`config.mk`:
```
export PLATFORM = sky130hd
export DESIGN_NAME = vu_level_ctrl
export DESIGN_NICKNAME = d
export VERILOG_FILES = /design/src/rtl/vu_pkg.sv /design/src/rtl/vu_peak_hold.sv /design/src/rtl/vu_level_ctrl.sv
export SDC_FILE = /design/constraint.sdc
export NUM_CORES = 1
export LEC_CHECK = 0
export ABC_AREA = 1
export CORE_MARGIN = 1
export CORE_UTILIZATION = 53
export DETAILED_ROUTE_END_ITERATION = 6
export GPL_TIMING_DRIVEN = 0
export PLACE_DENSITY_LB_ADDON = 0.08
export SETUP_SLACK_MARGIN = 0.1
export SLEW_MARGIN = 20
export SYNTH_ARGS = -nofsm -noshare
export SYNTH_HDL_FRONTEND = slang
export SYNTH_SLANG_ARGS = --single-unit
```
`constraint.sdc`:
```
create_clock -name pixel_clock -period 3.75 [get_ports pixel_clock]
set_input_delay 0.375 -clock pixel_clock [delete_from_list [all_inputs] [get_ports pixel_clock]]
set_output_delay 0.375 -clock pixel_clock [all_outputs]
set_load 0.01 [all_outputs]
```
`src/rtl/vu_pkg.sv`:
```
// -----------------------------------------------------------------------------
// vu_pkg
// Shared definitions for the VU level controller slice:
//   vu_state_t  - frame FSM state encoding (IDLE, ACCUM, COMMIT)
//   LVL_W_DEF   - default level word width
//   sat_sub()   - unsigned subtract clamped at zero
// -----------------------------------------------------------------------------
package vu_pkg;

    typedef enum logic [1:0] {
        IDLE   = 2'd0,
        ACCUM  = 2'd1,
        COMMIT = 2'd2
    } vu_state_t;

    localparam int unsigned LVL_W_DEF = 9;

    // Callers zero-extend their operands to 32 bits and truncate the result
    // back to their own width.
    function automatic logic [31:0] sat_sub(input logic [31:0] a, input logic [31:0] b);
        return (a > b) ? (a - b) : '0;
    endfunction

endpackage

```
`src/rtl/vu_peak_hold.sv`:
```
// -----------------------------------------------------------------------------
// vu_peak_hold
// Peak marker with hold-then-decay behaviour, advanced once per commit strobe.
// Ports:
//   clk        in   clock, rising edge
//   rst_n      in   asynchronous active-low reset
//   commit     in   one-cycle strobe, evaluate the new bar value
//   new_bar    in   bar value being committed this frame
//   peak_level out  current peak marker height
// -----------------------------------------------------------------------------
module vu_peak_hold
    import vu_pkg::*;
#(
    parameter int unsigned LVL_W       = LVL_W_DEF,
    parameter int unsigned HOLD_FRAMES = 30,
    parameter int unsigned DECAY_STEP  = 4
) (
    input  logic             clk,
    input  logic             rst_n,
    input  logic             commit,
    input  logic [LVL_W-1:0] new_bar,
    output logic [LVL_W-1:0] peak_level
);

    localparam int unsigned HW = (HOLD_FRAMES < 1) ? 1 : $clog2(HOLD_FRAMES + 1);

    logic [HW-1:0]    hold_cnt;
    logic [LVL_W-1:0] peak_decay;

    assign peak_decay = LVL_W'(sat_sub(32'(peak_level), DECAY_STEP));

    always_ff @(posedge clk or negedge rst_n) begin
        if (!rst_n) begin
            peak_level <= '0;
            hold_cnt   <= '0;
        end else if (commit) begin
            if (new_bar >= peak_level) begin
                peak_level <= new_bar;
                hold_cnt   <= HW'(HOLD_FRAMES);
            end else if (hold_cnt != '0) begin
                hold_cnt <= hold_cnt - HW'(1);
            end else begin
                // Decaying peak never drops below the bar it marks.
                peak_level <= (peak_decay > new_bar) ? peak_decay : new_bar;
            end
        end
    end

endmodule

```
`src/rtl/vu_level_ctrl.sv`:
```
// -----------------------------------------------------------------------------
// vu_level_ctrl
// Per-frame VU meter level controller: collects the maximum accepted sample
// magnitude over a video frame and, on each vertical sync, commits a decaying
// bar level and a held/decaying peak marker for the renderer.
// Ports:
//   pixel_clock in   sole clock, rising edge
//   reset_n     in   asynchronous active-low reset
//   v_sync      in   vertical sync (active level set by V_POL)
//   smp_valid   in   sample offered
//   smp_ready   out  sample accepted when smp_valid && smp_ready
//   smp_level   in   unsigned sample magnitude
//   bar_level   out  bar height, stable for a whole frame
//   peak_level  out  peak marker height, stable for a whole frame
//   frame_upd   out  one-cycle pulse when bar/peak take new values
//   clip        out  previous frame contained a full-scale sample
// Build option:
//   VU_LEVEL_CLIP_EN  defined -> clip detection; undefined -> clip tied to 0
// -----------------------------------------------------------------------------
module vu_level_ctrl
    import vu_pkg::*;
#(
    parameter int unsigned LVL_W       = LVL_W_DEF,
    parameter int unsigned HOLD_FRAMES = 30,
    parameter int unsigned DECAY_STEP  = 4,
    parameter bit          V_POL       = 1'b0
) (
    input  logic             pixel_clock,
    input  logic             reset_n,
    input  logic             v_sync,
    input  logic             smp_valid,
    output logic             smp_ready,
    input  logic [LVL_W-1:0] smp_level,
    output logic [LVL_W-1:0] bar_level,
    output logic [LVL_W-1:0] peak_level,
    output logic             frame_upd,
    output logic             clip
);

    vu_state_t        state;
    logic             v_prev;
    logic             tick;
    logic             accept;
    logic             commit;
    logic [LVL_W-1:0] acc_max;
    logic [LVL_W-1:0] bar_decay;
    logic [LVL_W-1:0] new_bar;

    assign tick      = (v_sync == V_POL) && (v_prev != V_POL);
    assign accept    = smp_valid && smp_ready;
    assign commit    = (state == COMMIT);
    assign bar_decay = LVL_W'(sat_sub(32'(bar_level), DECAY_STEP));

    always_comb begin
        new_bar = acc_max;
        if (acc_max < bar_level) begin
            new_bar = (bar_decay > acc_max) ? bar_decay : acc_max;
        end
    end

    // A sample accepted on the tick edge still lands in acc_max before COMMIT
    // reads it, so it belongs to the frame being committed.
    always_ff @(posedge pixel_clock or negedge reset_n) begin
        if (!reset_n) begin
            state     <= IDLE;
            v_prev    <= !V_POL;
            smp_ready <= 1'b0;
            bar_level <= '0;
            frame_upd <= 1'b0;
            acc_max   <= '0;
        end else begin
            v_prev    <= v_sync;
            frame_upd <= 1'b0;
            case (state)
                IDLE: begin
                    if (tick) begin
                        state     <= ACCUM;
                        smp_ready <= 1'b1;
                    end
                end
                ACCUM: begin
                    if (accept && (smp_level > acc_max)) begin
                        acc_max <= smp_level;
                    end
                    if (tick) begin
                        state     <= COMMIT;
                        smp_ready <= 1'b0;
                    end
                end
                COMMIT: begin
                    bar_level <= new_bar;
                    frame_upd <= 1'b1;
                    acc_max   <= '0;
                    state     <= ACCUM;
                    smp_ready <= 1'b1;
                end
                default: begin
                    state     <= IDLE;
                    smp_ready <= 1'b0;
                end
            endcase
        end
    end

    vu_peak_hold #(
        .LVL_W      (LVL_W),
        .HOLD_FRAMES(HOLD_FRAMES),
        .DECAY_STEP (DECAY_STEP)
    ) u_peak_hold (
        .clk       (pixel_clock),
        .rst_n     (reset_n),
        .commit    (commit),
        .new_bar   (new_bar),
        .peak_level(peak_level)
    );

`ifdef VU_LEVEL_CLIP_EN
    logic clip_acc;

    always_ff @(posedge pixel_clock or negedge reset_n) begin
        if (!reset_n) begin
            clip_acc <= 1'b0;
            clip     <= 1'b0;
        end else begin
            if ((state == ACCUM) && accept && (smp_level == '1)) begin
                clip_acc <= 1'b1;
            end
            if (commit) begin
                clip     <= clip_acc;
                clip_acc <= 1'b0;
            end
        end
    end
`else
    assign clip = 1'b0;
`endif

endmodule
```
; ---- Word level (Yosys, flattened, before mapping)
; Cells that the tools add are included.
[classes]
add_sub_neg = 3
bitwise_logic = 1
mux = 18
n_lt_le_gt_ge = 7
reduce_logical = 11
eq_ne = 6
[op_table]
columns = cell, n
row1 = 9-bit two-way mux, 8
row2 = 9-bit > comparator, 3
row3 = 9-bit by 3-bit > comparator with 1-bit output (second input constant), 2
row4 = 9-bit one-hot mux with 2 select lines, 1
row5 = 9-bit by 3-bit subtractor with 9-bit output (second input constant), 2
row6 = 5-bit two-way mux, 2
row7 = 9-bit >= comparator, 1
row8 = 9-bit less-than comparator, 1
row9 = 2-bit AND reduction, 4
row10 = 2-bit inequality test (second input constant), 3
row11 = 2-bit one-hot mux with 3 select lines, 1
row12 = 5-bit nonzero test, 1
row13 = 5-bit by 1-bit subtractor with 5-bit output (second input constant), 1
row14 = 2-bit two-way mux, 2
row15 = 2-bit nonzero test, 2
row16 = 1-bit logical AND, 3
row17 = 1-bit two-way mux, 3
row18 = 1-bit one-hot mux with 3 select lines, 1
row19 = 2-bit by 1-bit == test with 1-bit output (second input constant), 1
row20 = 2-bit == test (second input constant), 1
row21 = 2-bit logical NOT, 1
row22 = 2-bit by 1-bit inequality test with 1-bit output (second input constant), 1
row23 = 1-bit inverter, 1
[totals]
output_inout_bits = 21
elab_cells = 54
regBits = 37
inputBits = 13

; ---- Longest topological paths before layout
[depth]
depth_word = 9
ltp_mapped = 31
mapped_depth_nobuf = 30

; ---- Hierarchy
; A second synthesis with hierarchy kept.
[unflattened]
cells_unflattened = 490
hier_area_um2 = 3565.9
[by_module_without_submodules]
columns = module, cells_each, area_each_um2, seq_area_each_um2, n_inst
row1 = vu_level_ctrl, 270, 1971.9, 551.8, 1
row2 = vu_peak_hold, 220, 1594.0, 350.3, 1

; ---- Worst setup path before layout
; OpenSTA, ideal clock, no wires.
[synth_timing]
kind = register -> register
startpoint = register bar_level[2]
endpoint = register u_peak_hold.peak_level[0]
period_less_slack_ps = 3631
n_path_buf = 0
arrival_time_ps = 3510
path_slack_ps = 119
required_ps = 3630
stages_incl_launch_ff = 28
setup_ps = 120
path_cell_list = dfrtp_1 -> inv_1 -> ha_1 -> inv_1 -> nor2_1 -> nand2_1 -> o21ai_0 -> a21oi_2 -> ha_1 -> nand2_2 -> inv_1 -> a21oi_1 -> nand3_2 -> nand3_4 -> nand2_1 -> nand2_1 -> inv_1 -> ha_1 -> nand2_1 -> inv_1 -> nand2_1 -> nand2_1 -> nand2_1 -> nand3_1 -> nor2_4 -> nand3_4 -> nand3_1 -> a21oi_1
[synth_between]
elab_chain_len = 9
word_cells_on_any_way = 14
cone_classes = 1 x add/sub / 5 x order compare / 1 x eq/ne / 6 x mux / 1 x reduce/logical
[synth_lines]
columns = element, line_no
row1 = start: declaration, vu_level_ctrl.sv:34  ; output logic [LVL_W-1:0] bar_level,
row2 = start signal: assignment, vu_level_ctrl.sv:91  ; bar_level <= new_bar;
row3 = 9-bit by 3-bit subtractor with 9-bit output or 9-bit by 3-bit > comparator with 1-bit output (tied branches), vu_pkg.sv:21  ; return (a > b) ? (a - b) : '0;
row4 = 9-bit two-way mux, vu_pkg.sv:21
row5 = 9-bit > comparator, vu_level_ctrl.sv:57  ; new_bar = (bar_decay > acc_max) ? bar_decay : acc_max;
row6 = 9-bit two-way mux, vu_level_ctrl.sv:57
row7 = 9-bit two-way mux (*), vu_level_ctrl.sv:56  ; if (acc_max < bar_level) begin
row8 = via new_bar[3], vu_level_ctrl.sv:47  ; logic [LVL_W-1:0] new_bar;
row9 = 9-bit > comparator, vu_peak_hold.sv:44  ; peak_level <= (peak_decay > new_bar) ? peak_decay : new_bar;
row10 = 9-bit two-way mux, vu_peak_hold.sv:44
row11 = 9-bit two-way mux, vu_peak_hold.sv:40  ; end else if (hold_cnt != '0) begin
row12 = 9-bit two-way mux, vu_peak_hold.sv:37  ; if (new_bar >= peak_level) begin
row13 = end signal: assignment, vu_peak_hold.sv:38  ; peak_level <= new_bar;
row14 = end signal: assignment, vu_peak_hold.sv:44
row15 = end: declaration, vu_peak_hold.sv:22  ; output logic [LVL_W-1:0] peak_level
; The timed path passes the listed nets; every way through them passes the cells marked *. The select of a mux whose other input is x is not followed.
; A chain may end at the register's enable or synchronous reset.

; ---- Worst setup path in the final report
[layout_timing]
startpoint = register bar_level[2]
endpoint = register u_peak_hold.peak_level[4]
; The elaborated chain is that of the path after synthesis.

==> impl_metrics.toml <==
[global_routing]
grtUsageTotal = 0.322
grt_pass1_vias = 3444
grt_pass1_wl_microns = 16400
overflow = 0
grt_max_degree = 21
antenna_found_initial = 0

[logic_synthesis]
synthesis.nets = 551
avgSynthCellArea_sq_um = 7.04
synth_area_leaders = "dfrtp_1 25%, ha_1 18%, nand2_1 14%, inv_1 8.7%, nand3_1 5.0%"
synth_area_sq_mm = 0.00344
synth_cell_types = 36
yosys.area.top_type_share = 0.255
ys_warn_count = 0
yosysTopAreaCell = "dfrtp_1"
yosysSeqAreaShare = 0.262
syn_inst = 488
ys_ff_latch = 36

[clock_network]
hold_buffers = 0
cts_max_level = 2
clk_pin_slew_ps = 80
cts_made_buffers = 5
clockBufferDepth = 2
cts_sinks = 36
worstSkewPairLatency_ps = 310
cts-root-buf = "clkbuf_8"
cts_tree = "done"

[floorplan]
start_util = 0.564
std_cell_rows = 28
io_pins = 34
core-area_sq_mm = 0.00610
fp.dieW_microns = 82.5
die-area_sq_mm = 0.00681
die_h_microns = 82.5

[timing]
worstMarginPinSlew_ps = 562
drv_slew = 0
setup_viol = 14
finClkSkew_ps = 9.51
fmax_ghz = 0.242
maxSlewHeadroom = 0.625
grt_setup_unrepaired = "yes"
holdWs_ps = 20.3
layout_min_cycle_time_ps = 4120
finalHoldViolCount = 0
finalCritPeriodShare = 1.10
setup_ws_ps = -375

[detailed_routing]
first_iter_violations = 403
vias = 3935
drc = 0
wirelength_microns = 12000
vias_per_cell = 6.10
firstDrtPassIters = 7
post_drt_wl_per_cell_microns = 18.7
ant_nets = 0

[run_status]
violations = "negative setup slack"
status = "finished, violations left"

[layout]
area_growth_pct = 43.2
diodes = 0
final_core_util = 0.807
drive_gt1_frac = 0.316
finalNetCount = 632

[critical_path]
r2r_cells = 25
critPathKind = "reg2reg"
worstPathMaxFanout = 6
cp-start-kind = "register"
crit_arrival_ps = 4340
crit_required_ps = 3960
endpoint_kind = "register"

[min_path]
hold_class = "in2async"

[place]
gp_congestion = 0.900
post-place-ws_ps = -505
hpwlAfterDp_microns = 6710
port_buffers = 32

[flow_run]
drv_cap = 0
## Yosys cell counts, drive strengths merged
| master | count |
|---|---|
| o21ai | 26 |
| nand3 | 41 |
| clkbuf | 1 |
| ha | 50 |
| o22ai | 1 |
| a41oi | 1 |
| nand2 | 138 |
| nand3b | 3 |
| a21oi | 24 |
| a21o | 1 |
| nor3 | 2 |
| nor3b | 1 |
| nand4 | 18 |
| dfstp | 1 |
| buf | 2 |
| inv | 87 |
| conb | 1 |
| o21a | 1 |
| nor2 | 48 |
| dfrtp | 35 |
| xor2 | 5 |
| nor4 | 1 |
## flip-flops by register name, indices dropped and copies added (netlist names)
register and count:
state 1, v_prev 1, frame_upd 1, bar_level 9, smp_ready 1, u_peak_hold.peak_level 9, acc_max 9, u_peak_hold.hold_cnt 5
## cell families after synthesis
logic type / share of synthesized area
xor+xnor: 0.0127
flops: 0.262
compound gates: 0.0859
fa+ha+maj: 0.182
other cells: 0.00109
buf+inv: 0.102
simple gates: 0.353
## stage by stage
step | cell area (sq um) | setup TNS, ps | instances
detailed placement | 3870 | -5660 | 596
CTS | 4610 | -636 | 635
floorplan | 3440 | 0 | 488
finish | 4920 | -3910 | 645
global route | 4920 | -5890 | 645
global placement | 3850 | -4950 | 595
## layout make-up
cell class	count	area, sq um
Tap cell	75	93.8
Multi-Input combinational cell	364	2810
Inverter	87	337
Fill cell	371	1170
Buffer	3	26.3
Sequential cell	36	905
Clock buffer	5	68.8
Timing Repair Buffer	72	662
Clock inverter	3	18.8
## worst max-delay path: stages, from the launching register on
cell,delay [ps]
dfrtp_1,410
buf_4,150
ha_4,140
nand2_4,60
nor2_4,120
nand3_4,180
nand2_8,150
a21oi_4,60
ha_4,280
nand2_4,60
nor2_4,170
inv_1,60
a21oi_1,240
nor2_4,90
nor2_4,240
nand3_4,120
nand2_4,100
inv_1,60
ha_1,320
a21oi_1,210
o21a_2,200
nand3_4,150
nand3_4,190
nand3_2,130
nand3_2,90
nand2_1,50
## per-layer routing
| layer | part of all wire | vias to the layer above | GRT usage | routed length, microns |
|---|---|---|---|---|
| met5 | 0 | - | 0 | 0 |
| met4 | 0.054 | 0 | 0.119 | 653 |
| met3 | 0.090 | 83 | 0.0495 | 1080 |
| met2 | 0.47 | 262 | 0.546 | 5630 |
| met1 | 0.39 | 1833 | 0.412 | 4670 |
| li1 | - | 1757 | - | - |
## path summary, 6_finish.rpt
kind | from | end | slack (ps)
setup / recovery | bar_level[2] | u_peak_hold.peak_level[4] | -370
hold reg to reg | v_prev | state[1] | 510
hold / removal | reset_n | bar_level[5] | 20
setup reg to reg | bar_level[2] | u_peak_hold.peak_level[4] | -370
max in group asynchronous | reset_n | v_prev | 3170
min in group pixel_clock | v_sync | v_prev | 500
## placed cells by master (no fill, tap or decap), types with 9 or more instances in the layout
cell type and instances:
a21oi_1 14, buf_4 33, clkdlybuf4s50_1 31, dfrtp_1 33, ha_1 34, ha_4 16
inv_1 69, inv_2 15, nand2_1 106, nand2_2 22, nand2_4 9, nand3_1 18
nand3_2 14, nand3_4 11, nand4_1 17, nor2_1 28, nor2_4 12, o21ai_0 16
o21ai_1 9
## what timing repair did
action                                  4_1_cts  5_1_grt
setup buffers                                28       10
endpoints found under the setup margin       14       14
pin swaps                                    46       41
cloned                                        3        0
gates resized for setup                      85       55
Power is not shown: default switching activity piles up to over one toggle a cycle in this logic, so the estimate is an artifact.
